**config.mk**
```make
export PLATFORM = sky130hd
export DESIGN_NAME = mcmem_ctrl
export DESIGN_NICKNAME = d
export VERILOG_FILES = /design/src/rtl/mcmem_ctrl_pkg.sv /design/src/rtl/mcmem_wdt.sv /design/src/rtl/mcmem_ctrl.sv
export SDC_FILE = /design/constraint.sdc
export NUM_CORES = 1
export LEC_CHECK = 0
export CORE_ASPECT_RATIO = 1.4
export CORE_MARGIN = 2
export CORE_UTILIZATION = 40
export CTS_BUF_LIST = sky130_fd_sc_hd__clkbuf_8
export DETAILED_ROUTE_END_ITERATION = 8
export DONT_BUFFER_PORTS = 1
export GPL_ROUTABILITY_DRIVEN = 0
export HOLD_SLACK_MARGIN = 0.03
export PLACE_DENSITY = 0.65
export SLEW_MARGIN = 5
export SYNTH_ARGS = -nofsm -noshare
export SYNTH_HDL_FRONTEND = slang
export SYNTH_SLANG_ARGS = --single-unit
```
**constraint.sdc**
```tcl
create_clock -name clock -period 13.3 [get_ports clock]
set_input_delay 3.99 -clock clock [delete_from_list [all_inputs] [get_ports clock]]
set_output_delay 3.99 -clock clock [all_outputs]
set_load 0.005 [all_outputs]
```
**src/rtl/mcmem_ctrl_pkg.sv**
```systemverilog
`default_nettype none
// ============================================================================
// Module      : mcmem_ctrl_pkg
// Description : Shared constants for the multi-cycle memory controller.
// Revision    : 1.0 - initial release
// ============================================================================
package mcmem_ctrl_pkg;

    // Control-unit state codes as driven on the 'state' input
    localparam logic [2:0] C_SIF  = 3'b000;
    localparam logic [2:0] C_SID  = 3'b001;
    localparam logic [2:0] C_SEXE = 3'b010;
    localparam logic [2:0] C_SMEM = 3'b011;
    localparam logic [2:0] C_SWB  = 3'b100;

    localparam int C_TIMEOUT_DEFAULT = 255;
    localparam int C_WDT_W           = 8;

    typedef enum logic [1:0] {
        ST_IDLE = 2'b00,
        ST_REQ  = 2'b01,
        ST_DONE = 2'b10
    } mem_state_t;

endpackage
`default_nettype wire

```
**src/rtl/mcmem_wdt.sv**
```systemverilog
`default_nettype none
// ============================================================================
// Module      : mcmem_wdt
// Description : 8-bit bus wait counter; expire flags the last allowed cycle.
// Revision    : 1.0 - initial release
// ============================================================================
module mcmem_wdt
    import mcmem_ctrl_pkg::*;
#(
    parameter int TIMEOUT = C_TIMEOUT_DEFAULT
) (
    input  logic clock,
    input  logic resetn,
    input  logic clear,
    input  logic enable,
    output logic expire
);

    localparam logic [C_WDT_W-1:0] C_LIMIT = C_WDT_W'(TIMEOUT - 1);

    logic [C_WDT_W-1:0] r_count;

    always_ff @(posedge clock or posedge resetn) begin
        if (resetn) begin
            r_count <= '0;
        end else if (clear) begin
            r_count <= '0;
        end else if (enable) begin
            r_count <= r_count + 1'b1;
        end
    end

    assign expire = (r_count == C_LIMIT);

endmodule
`default_nettype wire

```
**src/rtl/mcmem_ctrl.sv**
```systemverilog
`default_nettype none
// ============================================================================
// Module      : mcmem_ctrl
// Description : Multi-cycle CPU memory-bus controller with IR/MDR and timeout.
// Revision    : 1.0 - initial release
// ============================================================================
module mcmem_ctrl
    import mcmem_ctrl_pkg::*;
#(
    parameter int TIMEOUT = C_TIMEOUT_DEFAULT
) (
    input  logic        clock,
    input  logic        resetn,
    input  logic [2:0]  state,
    input  logic        wir,
    input  logic        iord,
    input  logic        wmem,
    input  logic [31:0] addr,
    input  logic [31:0] wdata,
    output logic        bus_req,
    output logic        bus_we,
    output logic [31:0] bus_addr,
    output logic [31:0] bus_wdata,
    input  logic        bus_ack,
    input  logic [31:0] bus_rdata,
    output logic [31:0] ir,
    output logic [31:0] mdr,
    output logic        stall,
    output logic        timeout
);

    mem_state_t r_state;
    mem_state_t w_next;
    logic       w_start;
    logic       w_expire;
    logic       w_wdt_clear;
    logic       w_wdt_en;
    logic       r_is_fetch;

    assign w_start     = wir | (iord & (state == C_SMEM));
    assign w_wdt_clear = (r_state == ST_IDLE) & w_start;
    assign w_wdt_en    = (r_state == ST_REQ) & ~bus_ack;

    mcmem_wdt #(
        .TIMEOUT (TIMEOUT)
    ) u_wdt (
        .clock  (clock),
        .resetn (resetn),
        .clear  (w_wdt_clear),
        .enable (w_wdt_en),
        .expire (w_expire)
    );

    always_ff @(posedge clock or posedge resetn) begin
        if (resetn) begin
            r_state <= ST_IDLE;
        end else begin
            r_state <= w_next;
        end
    end

    always_comb begin
        w_next = r_state;
        stall  = 1'b0;
        case (r_state)
            ST_IDLE: begin
                if (w_start) begin
                    w_next = ST_REQ;
                    stall  = 1'b1;
                end
            end
            ST_REQ: begin
                stall = 1'b1;
                // An ack on the expiry edge still completes the access
                if (bus_ack) begin
                    w_next = ST_DONE;
                end else if (w_expire) begin
                    w_next = ST_IDLE;
                end
            end
            ST_DONE: begin
                w_next = ST_IDLE;
            end
            default: begin
                w_next = ST_IDLE;
            end
        endcase
        if (resetn) begin
            stall = 1'b0;
        end
    end

    always_ff @(posedge clock or posedge resetn) begin
        if (resetn) begin
            bus_req    <= 1'b0;
            bus_we     <= 1'b0;
            bus_addr   <= '0;
            bus_wdata  <= '0;
            ir         <= '0;
            mdr        <= '0;
            timeout    <= 1'b0;
            r_is_fetch <= 1'b0;
        end else begin
            case (r_state)
                ST_IDLE: begin
                    if (w_start) begin
                        bus_req    <= 1'b1;
                        bus_we     <= wmem & iord;
                        bus_addr   <= addr;
                        bus_wdata  <= wdata;
                        r_is_fetch <= wir;
                    end
                end
                ST_REQ: begin
                    if (bus_ack) begin
                        bus_req <= 1'b0;
                        if (r_is_fetch) begin
                            ir <= bus_rdata;
                        end else if (!bus_we) begin
                            mdr <= bus_rdata;
                        end
                    end else if (w_expire) begin
                        bus_req <= 1'b0;
                        timeout <= 1'b1;
                    end
                end
                default: begin
                end
            endcase
        end
    end

endmodule
`default_nettype wire

```
==> qor.txt <==
CTS Root Cell = clkbuf_8
Skew final = 0.0101 ns
Post-synth top area share = 0.658
Status = completed
Grt ovf = 0
Routed Wire Length = 10800 um
Reg2reg start = r_state[0]$_DFFE_PP0P_
Fmax = 0.117 GHz
Worst vdd ir = 112 uV
Antenna diode count = 0
Dpl hpwl = 7730 um
Ranking of synthesized cells by area = dfrtp_1 66%, mux2_1 27%, buf_2 1.2%
Switching Share = 0.311
YS warnings = 0
Least-Margin Pin Slew = 0.973 ns
Post-CTS Hold Buffers = 0
Nets@finish = 456
Initial Utilization = 0.407
CP Max Fanout = 3
Area delta synth->final = 11.3%
# resized after CTS = 0
Post-CTS Setup Bufs = 0
Die area = 14500 um^2
RSZ-0062 raised after global routing = no
Final Cycle Share = 0.644
Non-Filler Instances = 544
Power Internal = 970 uW
Vias after detailed routing = 2813
Setup WS pre-CTS = 4.74 ns
Post-synthesis cell count = 341
Final worst slack = 4.74 ns
DRC = 0
Combinational power share = 0.172
Layout cells sized above 1 = 0.0939
TritonCTS clock tree = done
Post-synth top area cell = dfrtp_1
Sequential cell area fraction in the yosys report = 0.658
Footprint of the multi-input gates = 1770 um^2
Critical Path Source = state[2]
Synth Cell Area = 5400 um^2
Placeable Area = 13300 um^2
Routed Antenna Nets = 0
Chip width = 102 um
Main flop type after synthesis = dfrtp_1
Total number of H-tree levels = 4
Clk slew on worst S/H paths = 0.07 ns
Tmin final = 8.56 ns
Skew-Pair Late Insertion Delay = 0.42 ns
Cell variety after synth = 29
Setup CP Type = primary input to output pin
Synth Net Count = 448
Post-synth EDFFs = 0
Async set-reset flop share out of synthesis = 1.00
Min-delay src = timeout$_DFFE_PP0P_
Vias in the first global route = 3075
Final setup fails = 0
Slew Viols, Final = 0
Initial antenna violation count = 0
Avg Cell Area, Syn = 15.8 um^2
Slew headroom = 0.352
Cell Pwr Density = 234 nW/um^2
Endpoint class of the critical path = output pin
Largest net degree at the start of global routing = 80
Port bufs = 0
CP arrival = 4.57 ns
Fillers = 1184
Worst hold slack = 0.494 ns
Leak = 0.00261 uW
Placed Cells incl. Taps = 512
Pre-antenna DRT Iters = 4
Critical path required time = 9.31 ns
Yosys reg bits = 142
TNS Setup = 0 ns
Register Area = 3550 um^2
Global-route usage over all layers = 0.150
Number of buffers created by CTS = 17
Vias/cell = 5.17
First DRT Iteration DRCs = 69
Max Cap Viol = 0
Final Hold Vio Count = 0
Clk buf depth = 2
HP Class = flop to flop
Psw = 438 uW
I/O pin cnt = 237
Core Rows = 50
Register share of total power = 0.580
Power share of the clock group = 0.248
First-pass GRT wire length = 16400 um
Sink Count = 142
WL per Instance = 19.8 um
Startpoint types = primary input
Die Y = 142 um
## per-layer routing
metal / global-route usage / wire length (um) / part of all wire / vias up
li1: - / - / - / 1220
met1: 0.162 / 3830 / 0.36 / 1436
met2: 0.256 / 5770 / 0.54 / 130
met3: 0.0438 / 735 / 0.068 / 27
met4: 0.0870 / 440 / 0.041 / 0
met5: 0 / 0 / 0 / -
## placed cells by master, fill, tap and decap left out, drive strengths merged, types with 4 or more instances in the layout
cell type  count
dfrtp        142
clkinv         4
clkbuf        19
inv           10
nor2           5
nand2          7
buf            4
o21ai          6
a21oi          6
mux2         128
## sequential cells by signal (all words and copies together), names as in the netlist, 2 cells and up
signal / flops
bus_addr: 32
bus_wdata: 32
ir: 32
mdr: 32
r_state: 2
u_wdt.r_count: 8
## cell usage after synthesis (2+ instances only)
cell type  number
clkbuf_1        2
buf_2          13
nor2_1          5
or4_1           2
or3_1           3
o21ai_1         3
o21ai_0         3
o31ai_1         2
nand2_1         7
dfrtp_1       142
nand4_1         2
nor3_1          2
inv_1           5
a21oi_1         6
mux2_1        128
ha_1            2
nand3_1         2
## cell type report
cell class / instances / share of cell area
inverter: 5 / 0.00395
tap: 182 / 0.0379
clock buffer: 19 / 0.0435
timing repair buffer: 4 / 0.00499
sequential: 142 / 0.591
multi-input combinational: 179 / 0.294
clock inverter: 13 / 0.0248
## power by group through the flow
stage / registers [uW] / clock network, uW / logic, uW
after floorplan: 763 / 0 / 212
after global placement: 826 / 0 / 233
after detailed placement: 832 / 0 / 249
after CTS: 823 / 365 / 250
after global routing: 843 / 385 / 273
final: 817 / 349 / 242
## through the flow
step / area (um^2) / power (uW) / utilization
CTS: 6010 / 1440 / 0.453
finish: 6010 / 1410 / 0.453
detailed placement: 5600 / 1080 / 0.423
global route: 6010 / 1500 / 0.453
global placement: 5600 / 1060 / 0.423
floorplan: 5400 / 976 / -
## path summary, 6_finish.rpt
kind,slack (ns),endpoint,cells after the start
worst min-delay path,0.49,timeout$_DFFE_PP0P_,1
worst min register to register,0.49,timeout$_DFFE_PP0P_,1
worst max-delay path,4.74,stall,3
min in group asynchronous,3.49,r_state[0]$_DFFE_PP0P_,1
worst max register to register,11.41,bus_wdata[9]$_DFFE_PP0N_,4
max in group asynchronous,8.42,bus_wdata[16]$_DFFE_PP0N_,2
## worst max-delay path, cell delays in order
cell	delay, ns
and4b_1	0.33
nor3_1	0.07
nor3_1	0.19
## cell families after synthesis
logic type | Yosys count | share of synthesized area
XOR/XNOR | 1 | 0.00162
adder cells (fa/ha/maj) | 2 | 0.00463
AO/OA/AOI/OAI | 19 | 0.0213
flip-flops | 142 | 0.658
multiplexers | 129 | 0.269
buffers and inverters | 20 | 0.0169
AND/OR/NAND/NOR | 28 | 0.0292
Power figures use the tool's default switching activity.
